### src/rtl/multi_key_click_module.sv
// Multi-channel key debouncer with single/double/long click detection.
// Optional build macro REPEAT_EN enables long-press auto-repeat pulses.
module multi_key_click_module #(
   parameter int KEY_NUM      = 4,
   parameter int DEBOUNCE_CYC = 500000,
   parameter int LONG_CYC     = 50000000,
   parameter int GAP_CYC      = 15000000,
   parameter int REPEAT_CYC   = 10000000
) (
   input  logic               CLOCK,
   input  logic               RST,
   input  logic [KEY_NUM-1:0] KEY,
   output logic [KEY_NUM-1:0] KEY_LVL,
   output logic [KEY_NUM-1:0] SCLICK,
   output logic [KEY_NUM-1:0] LCLICK,
   output logic [KEY_NUM-1:0] DCLICK
);

   localparam int DB_W   = $clog2(DEBOUNCE_CYC + 1);
   localparam int HOLD_W = $clog2(LONG_CYC + 1);
   localparam int GAP_W  = $clog2(GAP_CYC + 1);

   // Terminal values: the event fires on the edge where the count would reach its parameter.
   localparam logic [DB_W-1:0]   DB_LAST   = DB_W'(DEBOUNCE_CYC - 1);
   localparam logic [HOLD_W-1:0] HOLD_LAST = HOLD_W'(LONG_CYC - 1);
   localparam logic [GAP_W-1:0]  GAP_LAST  = GAP_W'(GAP_CYC - 1);

`ifdef REPEAT_EN
   localparam int RPT_W = $clog2(REPEAT_CYC + 1);
   localparam logic [RPT_W-1:0] RPT_LAST = RPT_W'(REPEAT_CYC - 1);
`endif

   if (KEY_NUM < 1 || KEY_NUM > 16 || DEBOUNCE_CYC < 1 || LONG_CYC < 1 ||
       GAP_CYC < 1 || REPEAT_CYC < 1) begin : g_bad_param
      $error("multi_key_click_module: parameter out of range");
   end

   typedef enum logic [2:0] {IDLE, PRESS1, WAIT2, PRESS2, LONG} state_t;

   for (genvar i = 0; i < KEY_NUM; i++) begin : g_ch
      logic              sync1, sync2, lvl;
      logic [DB_W-1:0]   db_cnt;
      state_t            state, state_nxt;
      logic [HOLD_W-1:0] hold, hold_nxt;
      logic [GAP_W-1:0]  gap, gap_nxt;
      logic              sclick, lclick, dclick;
      logic              sclick_nxt, lclick_nxt, dclick_nxt;
`ifdef REPEAT_EN
      logic [RPT_W-1:0]  rpt, rpt_nxt;
`endif

      // Key is active-low; synchronise the pressed level so reset means released.
      always_ff @(posedge CLOCK) begin
         if (RST) begin
            sync1  <= 1'b0;
            sync2  <= 1'b0;
            lvl    <= 1'b0;
            db_cnt <= '0;
         end else begin
            sync1 <= ~KEY[i];
            sync2 <= sync1;
            if (sync2 == lvl) begin
               db_cnt <= '0;
            end else if (db_cnt == DB_LAST) begin
               lvl    <= sync2;
               db_cnt <= '0;
            end else begin
               db_cnt <= db_cnt + DB_W'(1);
            end
         end
      end

      always_comb begin
         state_nxt  = state;
         hold_nxt   = hold;
         gap_nxt    = gap;
         sclick_nxt = 1'b0;
         lclick_nxt = 1'b0;
         dclick_nxt = 1'b0;
`ifdef REPEAT_EN
         rpt_nxt    = rpt;
`endif
         case (state)
            IDLE: begin
               if (lvl) begin
                  state_nxt = PRESS1;
                  hold_nxt  = '0;
               end
            end
            PRESS1: begin
               if (!lvl) begin
                  state_nxt = WAIT2;
                  gap_nxt   = '0;
               end else if (hold == HOLD_LAST) begin
                  state_nxt  = LONG;
                  lclick_nxt = 1'b1;
`ifdef REPEAT_EN
                  rpt_nxt    = '0;
`endif
               end else begin
                  hold_nxt = hold + HOLD_W'(1);
               end
            end
            WAIT2: begin
               if (lvl) begin
                  state_nxt  = PRESS2;
                  dclick_nxt = 1'b1;
               end else if (gap == GAP_LAST) begin
                  state_nxt  = IDLE;
                  sclick_nxt = 1'b1;
               end else begin
                  gap_nxt = gap + GAP_W'(1);
               end
            end
            PRESS2: begin
               if (!lvl) state_nxt = IDLE;
            end
            LONG: begin
               if (!lvl) begin
                  state_nxt = IDLE;
`ifdef REPEAT_EN
               end else if (rpt == RPT_LAST) begin
                  lclick_nxt = 1'b1;
                  rpt_nxt    = '0;
               end else begin
                  rpt_nxt = rpt + RPT_W'(1);
`endif
               end
            end
            default: state_nxt = IDLE;
         endcase
      end

      always_ff @(posedge CLOCK) begin
         if (RST) begin
            state  <= IDLE;
            hold   <= '0;
            gap    <= '0;
            sclick <= 1'b0;
            lclick <= 1'b0;
            dclick <= 1'b0;
`ifdef REPEAT_EN
            rpt    <= '0;
`endif
         end else begin
            state  <= state_nxt;
            hold   <= hold_nxt;
            gap    <= gap_nxt;
            sclick <= sclick_nxt;
            lclick <= lclick_nxt;
            dclick <= dclick_nxt;
`ifdef REPEAT_EN
            rpt    <= rpt_nxt;
`endif
         end
      end

      assign KEY_LVL[i] = lvl;
      assign SCLICK[i]  = sclick;
      assign LCLICK[i]  = lclick;
      assign DCLICK[i]  = dclick;
   end

endmodule

### config.mk
export PLATFORM = sky130hd
export DESIGN_NAME = multi_key_click_module
export DESIGN_NICKNAME = d
export VERILOG_FILES = /design/src/rtl/multi_key_click_module.sv
export SDC_FILE = /design/constraint.sdc
export NUM_CORES = 1
export LEC_CHECK = 0
export ABC_AREA = 1
export ABC_CLOCK_PERIOD_IN_PS = 1600
export BUFFER_PORTS_ARGS = -buffer_cell sky130_fd_sc_hd__clkbuf_2
export CAP_MARGIN = 20
export CORE_AREA = 2 2 194 196
export CTS_BUF_LIST = sky130_fd_sc_hd__clkbuf_4 sky130_fd_sc_hd__clkbuf_8 sky130_fd_sc_hd__clkbuf_16
export CTS_CLUSTER_DIAMETER = 100
export CTS_CLUSTER_SIZE = 12
export DETAILED_ROUTE_END_ITERATION = 7
export DIE_AREA = 0 0 196 198
export GPL_ROUTABILITY_DRIVEN = 0
export GPL_TIMING_DRIVEN = 0
export PLACE_DENSITY = 0.62
export SETUP_SLACK_MARGIN = 0.02
export SYNTH_ARGS = -nofsm -noshare
export SYNTH_HDL_FRONTEND = slang
export SYNTH_SLANG_ARGS = --single-unit
### constraint.sdc
create_clock -name CLOCK -period 1.6 [get_ports CLOCK]
set_clock_uncertainty 0.05 [all_clocks]
set_input_delay 0.16 -clock CLOCK [delete_from_list [all_inputs] [get_ports CLOCK]]
set_output_delay 0.16 -clock CLOCK [all_outputs]
set_load 0.01 [all_outputs]
Word-level counts from Yosys, hierarchy flattened
Index checks and enable logic that the tools add are counted.

storage, ports and cells
  flip-flop bits (word level) = 312
  bits in latches = 0
  memory bits (writable) = 0
  bits in read-only memories = 0
  bits of input ports = 6
  output and inout bits = 16
  word-level logic and storage cells = 260
  memories = 0

cells by class
  $add $sub $neg = 12
  multipliers = 0
  div/mod/pow operators = 0
  magnitude comparators = 0
  equality and inequality tests = 68
  shift-type cells = 0
  mux-type cells = 72
  bitwise logic cells = 20
  reduce and logical (&&, ||, !) cells = 48

operator list
  kind                                                              number
  26-bit 2-to-1 mux                                                 12
  24-bit 2-to-1 mux                                                 12
  26-bit one-hot mux with 2 select lines                            4
  24-bit one-hot mux with 2 select lines                            4
  26-bit by 1-bit adder with 26-bit output (second input constant)  4
  26-bit == test (second input constant)                            4
  24-bit by 1-bit adder with 24-bit output (second input constant)  4
  24-bit == test (second input constant)                            4
  19-bit by 1-bit adder with 19-bit output (second input constant)  4
  19-bit == test (second input constant)                            4
  3-bit 2-to-1 mux                                                  24
  2-bit inequality test (second input constant)                     28
  3-bit one-hot mux with 4 select lines                             4
  4-bit AND reduction                                               12
  3-bit OR reduction                                                12
  3-bit by 2-bit == test with 1-bit output (second input constant)  8
  3-bit inequality test (second input constant)                     8
  1-bit NOT                                                         20
  2-bit nonzero test                                                8
  2-bit OR reduction                                                8
  3-bit by 1-bit == test with 1-bit output (second input constant)  4
  3-bit == test (second input constant)                             4
  3-bit zero test                                                   4
  1-bit 2-to-1 mux                                                  12
  other kinds (2)                                                   8

Depth between registers and ports, before layout
Gate-level depths: netlist (run 1).

  word-level depth = 4
  gate-level depth with buffers = 13
  gate-level depth less buffers = 13

Worst setup path after synthesis (run 1)
Ideal clock, no wire load.

  path type = register -> register
  start point = register g_ch[3].gap[0]
  end point = register g_ch[3].gap[9]
  library setup time = 114 ps
  data arrival time = 1499 ps
  required time = 1436 ps
  setup slack = -62 ps
  cell stages (with the launch flop) = 12
  buffers on the path = 1
  clock period less this slack = 1662 ps
  path through = dfxtp_1 -> ha_1 -> nand2_1 -> inv_1 -> nand2_1 -> nor2_1 -> nand3_1 -> nand2_2 -> nand2_2 -> buf_6 -> a21oi_1 -> nor2_1

on the way
  longest elaborated chain between the ends = 4
  elaborated cells on any way between the ends = 7
  those cells by class = add/sub: 1; eq/ne: 2; mux: 3; reduce/logical: 1

RTL lines
  item                                      line  RTL
  start: declaration                        45    logic [GAP_W-1:0] gap, gap_nxt;
  start signal: assignment                  148   gap <= gap_nxt;
  24-bit by 1-bit adder with 24-bit output  112   gap_nxt = gap + GAP_W'(1);
  24-bit 2-to-1 mux                         108   end else if (gap == GAP_LAST) begin
  24-bit 2-to-1 mux                         105   if (lvl) begin
  24-bit one-hot mux with 2 select lines    83    case (state)

Several ways; a longest one is shown, not always the timed one. The select of a mux whose other input is x is not followed.
A chain may end at the register's enable or synchronous reset.

Final worst setup path (run 1)
  start point = register g_ch[0].hold[1]
  end point = register g_ch[0].hold[24]

on the way
  longest elaborated chain between the ends = 4
  elaborated cells on any way between the ends = 7
  those cells by class = add/sub: 1; eq/ne: 2; mux: 3; reduce/logical: 1

RTL lines
  item                                      line  RTL
  start: declaration                        44    logic [HOLD_W-1:0] hold, hold_nxt;
  start signal: assignment                  147   hold <= hold_nxt;
  26-bit by 1-bit adder with 26-bit output  101   hold_nxt = hold + HOLD_W'(1);
  26-bit 2-to-1 mux                         94    end else if (hold == HOLD_LAST) begin
  26-bit 2-to-1 mux                         91    if (!lvl) begin
  26-bit one-hot mux with 2 select lines    83

Several ways; a longest one is shown, not always the timed one. The select of a mux whose other input is x is not followed.

==> results of run 1 <==
## registers in the layout, indices dropped and copies added, names as in the netlist
name         count
g_ch.db_cnt     76
g_ch.state      12
g_ch.hold      104
g_ch.lvl         4
g_ch.sync2       4
g_ch.dclick      4
g_ch.sclick      4
g_ch.lclick      4
g_ch.sync1       4
g_ch.gap        96
## power groups by stage
stage	Sequential, mW	Clock [mW]	Combinational (mW)
2_1_floorplan	8.09	0	1.15
3_3_place_gp	8.10	0	1.52
3_5_place_dp	8.10	0	1.55
4_1_cts	7.92	6.25	2.23
5_1_grt	7.91	6.50	2.90
6_report	7.91	6.08	2.69
## worst max-delay path by stage
stage	start	endpoint	slack (ns)	depth (start not counted)
6_report	g_ch[0].hold[1]	g_ch[0].hold[24]	-0.15	12
5_1_grt	g_ch[0].hold[1]	g_ch[0].hold[24]	-0.23	12
4_1_cts	g_ch[3].hold[0]	g_ch[3].hold[20]	-0.08	11
3_5_place_dp	RST	g_ch[0].hold[21]	-0.72	7
3_3_place_gp	RST	g_ch[0].hold[22]	-0.71	7
2_1_floorplan	g_ch[3].hold[0]	g_ch[3].hold[17]	0.02	13
## area by class of cell
cell class	instances	area (µm²)	area share
buffer	76	704.4	0.02878
multi-input combinational	2072	12690	0.5184
sequential	312	6489	0.2651
tap	474	593.1	0.02423
inverter	347	1381	0.05643
clock buffer	29	725.7	0.02965
timing repair buffer	206	1894	0.07739
## logic make-up (layout without fill, tap and decap cells)
| logic type | count (synthesis) | count (layout) | synth area share |
|---|---|---|---|
| XOR/XNOR | 77 | 77 | 0.03804 |
| buffers and inverters | 424 | 658 | 0.1005 |
| flip-flops | 312 | 312 | 0.3523 |
| adder cells (fa/ha/maj) | 12 | 12 | 0.008469 |
| AO/OA/AOI/OAI | 286 | 286 | 0.08533 |
| AND/OR/NAND/NOR | 1692 | 1697 | 0.4153 |
## Yosys cell counts (9+ instances only)
library cell / number
buf_4: 28
nand4_1: 57
nor2_2: 14
inv_1: 335
nand2_2: 17
xor2_1: 66
xnor2_1: 11
nor2_1: 441
clkbuf_1: 15
nor4_1: 13
nor3_1: 70
nand2_1: 733
buf_2: 26
inv_2: 11
dfxtp_1: 312
a21oi_1: 178
nand3_1: 291
o21ai_0: 66
o21ai_1: 10
nand3_2: 9
or2_2: 9
ha_1: 12
## worst reg2reg max path, cell delays in order, from the launching register on
cell        delay (ns)
dfxtp_2           0.36
ha_4              0.16
nand3_4           0.09
inv_4             0.08
nand2_2           0.05
nor2_1            0.13
nand2_1           0.11
nand2_4           0.14
clkinvlp_4        0.22
nand2_2           0.14
nand2_2           0.06
inv_2             0.04
nor2_1            0.03
## through the flow
stage / TNS (ns) / instance area [µm²] / hold slack (ns) / power [mW]
global placement: -80.23 / 18540 / 0.2657 / 9.623
CTS: -3.261 / 21800 / 0.1376 / 16.40
detailed placement: -85.20 / 18540 / 0.2728 / 9.652
floorplan: 0 / 17850 / 0.1767 / 9.238
finish: -10.19 / 24480 / 0.1500 / 16.68
global route: -25.81 / 24480 / 0.2014 / 17.32
## metal layers
layer  track usage  wire, µm
met4       0.08025      1344
met5             0         0
met3       0.03168      2293
met1        0.3218     22960
met2        0.4336     25500
## repair_timing
item | CTS | global route
cloned | 17 | 5
endpoints found under the hold margin | 6 | 0
buffers inserted | 98 | 66
gates resized for setup | 460 | 631
setup endpoints to repair | 286 | 284
hold buffers | 5 | 0
pin swaps | 100 | 177
==> flow_summary.yaml, run 1 <==
cells_and_area:
  area_growth_pct: 38.07
  fin_cells: 3516
  post-route-util: 0.6623
  fillers: 3119
  fin_nets: 3062
  antenna_cells: 0
  drive_gt1_frac: 0.3590
  layout_commonest_cell: "nand2_1"
  final_cell_mix: "nand2_1, nor2_1, inv_1"
worst_setup_path:
  start_kind: "flop"
  path_delay_family: "simple AND/OR/NAND/NOR gates"
  r2r_cells: 12
  required_ns: 2.01
  crit_top_cell: "nand2_2"
  r2r_setup_slack_ns: -0.15
  worst_path_max_delay_cell: "dfxtp_2"
  endpoint_kind: "flop"
  cp.arrival_ns: 2.16
  path_class: "reg -> reg"
  r2r-start: "g_ch[0].hold[1]"
  worstReg2RegEnd: "g_ch[0].hold[24]"
  critical-path-max-stage-delay_ns: 0.36
  crit_path_max_fanout: 7
  cp_num_buf_inv: 3
  crit_path_cell_trace: "ha_4, nand3_4, inv_4, nand2_2, nor2_1, nand2_1, nand2_4, clkinvlp_4, nand2_2, nand2_2, inv_2, nor2_1"
synth:
  ys_seq_area_frac: 0.3523
  netlist.area_leader.share: 0.3523
  yosys_warnings: 0
  yosysUniqueCellTypes: 47
  async_flop_share: 0
  synth_top_area_cell: "dfxtp_1"
  synth_nets: 2821
  synth_area_leaders: "dfxtp_1, nand2_1, nor2_1"
  synth_edf_count: 0
  synth_ff_type: "dfxtp_1"
  ys_ff_latch: 312
  syn_area_um2: 17730
  synth.avg_cell_area_um2: 6.325
  synth_cells: 2803
floorplan:
  die_h_um: 198
  initial_core_util: 0.4797
  rows: 71
  die_w_um: 196
  die_area_um2: 38810
  ioPinCount: 22
  core_area_um2: 36960
power:
  clock_power_share: 0.365
  p_comb_frac: 0.161
  seq_power_share: 0.474
  p_switching_mw: 4.677
  p_per_area_nw_per_um2: 681.5
  p_leak_nw: 9.610
  switching_share: 0.2804
  p_int_mw: 12.00
  vdd_drop_max_v: 0.0007653
clocking:
  cts_tree: "built"
  htreeDepth: 1
  ctsLongestPathBuffers: 3
  clk_pin_slew_ns: 0.06
  clockRootBuffer: "clkbuf_16"
  cts.sinks: 312
  numCtsBuffers: 29
  insertion_delay_ns: 0.57
hold_path:
  hold_end: "g_ch[0].db_cnt[12]"
  worst_hold_path_type: "in -> reg"
  min_path_cells: 6
  hp-start: "RST"
global_route:
  grt_pass1_wl_um: 81860
  antenna_found_initial: 0
  grt_overflow: 0
  grt_max_degree: 14
  first_global_vias: 17378
  grt_usage: 0.2496
run_status:
  status: "finished, violations left"
  violations: "setup timing"
detailed_routing:
  drc_errors: 0
  drt_iter0_markers: 1135
  drtPass1Iterations: 6
  avgRoutedWirePerCell_um: 14.81
  ant_nets: 0
  wl_um: 52090
  num_vias: 18758
  avgViaCountPerCell: 5.335
timing:
  fin_crit_sh: 1.095
  tightestPinTransition_ns: 1.026
  drv_slew: 0
  hold_viol: 0
  rsz0062_at_grt: "yes"
  period_needed_ns: 1.752
  finalWorstSetupSlack_ns: -0.1521
  finalSetupViolCount: 163
  clock.fmax_mhz: 570.7
  slew_headroom: 0.3161
place:
  io_buffers: 21
  hpwl_um: 32380
  dp.cells: 3298
  place_ws_ns: -0.7152
run:
  maxCapViolCount: 0
Power figures use the tool's default switching activity.
==> run 2, diff against run 1 <==
Settings changed: ABC_CLOCK_PERIOD_IN_PS 1600 to 2200, MAX_ROUTING_LAYER set to met4, PLACE_DENSITY 0.62 to 0.6.
Clock period 1.6 ns to 2.2 ns, I/O delays scaled along.
==> run 2 against run 1 <==
Against the previous run: sequential power decreased by 27%; sequential cell count unchanged; combinational power decreased by 58%; maximum frequency decreased by 12%; critical endpoint is now g_ch[3].db_cnt[18]; sequential share of layout area increased by 6.0 points; the flow now finishes without violations; die area unchanged; final cell count decreased by 5.2%; critical path depth decreased by 5; global-route usage decreased by 1.5 points; clock power decreased by 27%.
==> flow_summary.yaml, run 2 (synthesized netlist as in run 1, its figures left out) <==
run_status:
  status: "completed"
worst_setup_path:
  start_kind: "flop"
  path_class: "reg -> reg"
  crit_path_cell_trace: "ha_1, nand2_1, nor2_1, nand4_1, nand2_1, buf_2, nor2_1"
  critical-path-max-stage-delay_ns: 0.36
  worst_path_max_delay_cell: "dfxtp_1"
  crit_path_max_fanout: 10
  endpoint_kind: "flop"
  cp.arrival_ns: 2.40
  required_ns: 2.61
floorplan:
  initial_core_util: 0.4797
  die_h_um: 198
  die_area_um2: 38810
  core_area_um2: 36960
  rows: 71
  ioPinCount: 22
  die_w_um: 196
run:
  maxCapViolCount: 0
cells_and_area:
  antenna_cells: 0
  reg_top3: "g_ch.hold (104), g_ch.gap (96), g_ch.db_cnt (76)"
  area_growth_pct: 8.476
  largest_register_ffs: 104
  fillers: 3882
  stdcell_area_um2: 19230
  top_register: "g_ch.hold"
  fin_nets: 2877
  final_cell_mix: "nand2_1, nor2_1, inv_1"
  drive_gt1_frac: 0.07033
  layout_commonest_cell: "nand2_1"
clocking:
  clk_pin_slew_ns: 0.06
  cts_tree: "built"
  clockRootBuffer: "clkbuf_16"
  htreeDepth: 1
  ctsLongestPathBuffers: 3
  cts.sinks: 312
  insertion_delay_ns: 0.58
  numCtsBuffers: 29
timing:
  finalSetupViolCount: 0
  hold_viol: 0
  fin_crit_sh: 0.9056
  clock.fmax_mhz: 501.9
  slew_headroom: 0.2937
  period_needed_ns: 1.992
  drv_slew: 0
  tightestPinTransition_ns: 1.059
detailed_routing:
  num_vias: 17142
  drc_errors: 0
  wl_um: 44060
  avgRoutedWirePerCell_um: 13.22
  ant_nets: 0
  avgViaCountPerCell: 5.145
  drtPass1Iterations: 7
  drt_iter0_markers: 858
hold_path:
  worst_hold_path_type: "in -> reg"
place:
  io_buffers: 21
  hpwl_um: 32370
  placed_cell_area_um2: 18430
global_route:
  grt_pass1_wl_um: 74920
  grt_usage: 0.2343
  antenna_found_initial: 0
  first_global_vias: 15858
  grt_max_degree: 15
  grt_overflow: 0
power:
  vdd_drop_max_v: 0.0006545
  finalPower_mw: 11.32
  p_per_area_nw_per_um2: 588.5
  p_leak_nw: 7.115
==> run 2: changes by cell type in the layout (fill, tap and decap cells not counted), sizes merged <==
| cell | previous run | this run |
|---|---|---|
| nand3 | 304 | 302 |
| clkinvlp | 3 | 0 |
| clkbuf | 70 | 65 |
| buf | 236 | 62 |
| dlygate4sd3 | 5 | 4 |
| inv | 343 | 347 |
| nand2 | 759 | 756 |
==> run 2: what timing repair did <==
item / CTS / global route
gates resized for setup: 0 / 9
setup buffers: 0 / 0
endpoints found under the hold margin: 4 / 0
setup endpoints to repair: 0 / 17
hold buffers: 4 / 0
==> run 2: final timing paths <==
path,start,to,slack (ns),depth (start not counted)
worst max-delay path,g_ch[3].db_cnt[0],g_ch[3].db_cnt[18],0.21,7
worst min-delay path,RST,g_ch[2].db_cnt[18],0.09,6
worst max register to register,g_ch[3].db_cnt[0],g_ch[3].db_cnt[18],0.21,7
worst min register to register,g_ch[0].sync1,g_ch[0].sync2,0.35,2
==> run 2: cell type report <==
type / instances / area (µm²) / area share
Multi-Input combinational cell: 2067 / 9731 / 0.5060
Sequential cell: 312 / 6246 / 0.3248
Inverter: 347 / 1303 / 0.06773
Clock buffer: 29 / 725.7 / 0.03774
Tap cell: 474 / 593.1 / 0.03084
Buffer: 77 / 479.2 / 0.02492
Timing Repair Buffer: 25 / 145.1 / 0.007547
Clock inverter: 1 / 8.758 / 0.0004554
==> run 2: power breakdown <==
| part | internal, mW | total (mW) | switching (mW) |
|---|---|---|---|
| sequential | 5.71 | 5.76 | 0.0473 |
| combinational | 0.320 | 1.14 | 0.817 |
| clock | 2.31 | 4.42 | 2.11 |
| total | 8.34 | 11.3 | 2.98 |
==> run 2: through the flow <==
step,TNS [ns],worst slack [ns],std cells,utilization,hold slack (ns)
after floorplan,0,0.5376,2803,-,0.2367
after global placement,-2.845,-0.2080,3298,0.4986,0.3217
after detailed placement,-3.965,-0.2209,3298,0.4986,0.3290
after CTS,0,0.1763,3332,0.5196,0.05731
after global routing,-0.002829,-0.002829,3332,0.5204,0.1566
final,0,0.2076,3332,0.5204,0.08737
==> run 2: worst max-delay path: cells and delay by family (launching register included) <==
family,cells,cell delay [ns]
flops,1,0.36
simple gates,5,0.94
buf+inv,1,0.27
fa+ha+maj,1,0.26
==> run 2: per-layer routing <==
metal  wire length [µm]  track usage  vias to the layer above
met4                652      0.04798                        0
met2              20820       0.3963                      242
met1              21020       0.3037                     7803
met5                  0            -                        -
li1                   -            -                     9051
met3               1572      0.02674                       46
==> run 3, diff against run 2 <==
Settings changed: CORE_AREA 2 2 194 196 to 2 2 239 241, CTS_CLUSTER_DIAMETER 100 to 200, DIE_AREA 0 0 196 198 to 0 0 241 243, HOLD_SLACK_MARGIN set to 0.1, PLACE_DENSITY 0.6 to 0.42.
==> run 3 against run 2 <==
Against the previous run: worst hold slack improved by 0.14 ns; clock power rose by 3%; critical path depth up 4.
==> flow_summary.yaml, run 3 (synthesized netlist as in run 1, its figures left out) <==
clocking:
  cts_tree: "built"
  cts.sinks: 312
  htreeDepth: 1
  clockRootBuffer: "clkbuf_16"
  ctsLongestPathBuffers: 3
  insertion_delay_ns: 0.59
  numCtsBuffers: 29
  clk_pin_slew_ns: 0.06
place:
  place_ws_ns: -0.3320
  io_buffers: 21
  placed_cell_area_um2: 18780
  hpwl_um: 36260
detailed_routing:
  wl_um: 48910
  drt_iter0_markers: 985
  drc_errors: 0
  drtPass1Iterations: 7
  num_vias: 17131
  ant_nets: 0
  avgRoutedWirePerCell_um: 13.52
  avgViaCountPerCell: 4.736
cells_and_area:
  top_register: "g_ch.hold"
  final_cell_mix: "nand2_1, nor2_1, inv_1"
  stdcell_area_um2: 19620
  largest_register_ffs: 104
  reg_top3: "g_ch.hold (104), g_ch.gap (96), g_ch.db_cnt (76)"
  fin_nets: 2880
  area_growth_pct: 10.65
  drive_gt1_frac: 0.07130
  antenna_cells: 0
  layout_commonest_cell: "nand2_1"
worst_setup_path:
  cp_num_buf_inv: 2
  path_delay_family: "simple AND/OR/NAND/NOR gates"
  r2r_setup_slack_ns: 0.17
  required_ns: 2.63
  endpoint_kind: "flop"
  start_kind: "flop"
  crit_path_max_fanout: 10
  crit_path_cell_trace: "ha_2, nand2_1, inv_1, nand2_1, nor2_1, nand3_1, nand2_4, nand2_2, buf_6, a21oi_1, nor2_1"
  path_class: "reg -> reg"
  worst_path_max_delay_cell: "dfxtp_1"
  cp.arrival_ns: 2.46
  critical-path-max-stage-delay_ns: 0.39
timing:
  holdWs_ns: 0.2278
  tightestPinTransition_ns: 1.117
  clock.fmax_mhz: 493.8
  hold_viol: 0
  finalSetupViolCount: 0
  rsz0062_at_grt: "no"
  period_needed_ns: 2.025
  finalWorstSetupSlack_ns: 0.1749
  fin_crit_sh: 0.9205
  drv_slew: 0
  slew_headroom: 0.2557
floorplan:
  ioPinCount: 22
  die_area_um2: 58560
  initial_core_util: 0.3169
  die_w_um: 241
  rows: 87
  die_h_um: 243
  core_area_um2: 55950
global_route:
  first_global_vias: 16051
  grt_pass1_wl_um: 81500
  grt_usage: 0.1722
  grt_overflow: 0
  antenna_found_initial: 1
  grt_max_degree: 15
power:
  p_comb_frac: 0.102
  p_int_mw: 8.354
  p_switching_mw: 3.132
  vdd_drop_max_v: 0.0005572
  p_leak_nw: 7.121
  clock_power_share: 0.396
  switching_share: 0.2727
  p_per_area_nw_per_um2: 585.5
  seq_power_share: 0.501
run_status:
  status: "completed"
hold_path:
  worst_hold_path_type: "in -> reg"
run:
  maxCapViolCount: 0
## run 3: path summary, 6_finish.rpt
kind / start / end / depth (start not counted)
setup / recovery: g_ch[3].gap[0] / g_ch[3].gap[9] / 11
hold / removal: RST / g_ch[1].db_cnt[8] / 6
hold reg to reg: g_ch[3].sync1 / g_ch[3].sync2 / 2
setup reg to reg: g_ch[3].gap[0] / g_ch[3].gap[9] / 11
## run 3: repair_timing
item                                   CTS  global route
setup endpoints to repair                0            54
endpoints found under the hold margin    6             0
hold buffers                             5             0
setup buffers                            0             2
resized for setup                        0            12
## run 3: layer usage
metal,routed length [µm],share of wire,global-route usage,up-vias
li1,-,-,-,9057
met1,24670,0.50,0.2356,7815
met2,21700,0.44,0.2721,193
met3,1474,0.030,0.01831,66
met4,1061,0.022,0.03885,0
met5,0,0,-,-
## run 3: power groups by stage
stage / clock network [mW] / logic [mW] / registers [mW]
3_5_place_dp: 0 / 1.15 / 5.89
5_1_grt: 4.99 / 1.32 / 5.76
2_1_floorplan: 0 / 0.822 / 5.88
6_report: 4.55 / 1.18 / 5.76
4_1_cts: 4.83 / 1.16 / 5.76
3_3_place_gp: 0 / 1.15 / 5.89
## run 3: per-stage QoR
stage | util | instances | total power, mW | TNS, ns
6_report | 0.3506 | 3617 | 11.49 | 0
3_3_place_gp | 0.3356 | 3580 | 7.038 | -7.912
5_1_grt | 0.3506 | 3617 | 12.08 | 0
2_1_floorplan | - | 2803 | 6.698 | 0
3_5_place_dp | 0.3356 | 3580 | 7.034 | -10.01
4_1_cts | 0.3497 | 3615 | 11.74 | 0
## run 3: cell type report
cell class	count	area, µm²
inverters	347	1303
fillers	6210	36330
flip-flops and latches	312	6246
plain buffers	77	481.7
repair buffers	28	170.2
well taps	756	945.9
clock buffers	29	725.7
clock inverters	1	8.758
multi-input cells	2067	9736
## run 3: worst min-delay path: stages
cell and delay, ns:
clkbuf_2 0.11, inv_1 0.14, nand3_1 0.15, inv_1 0.04, nand2_1 0.10, nor3_1 0.05
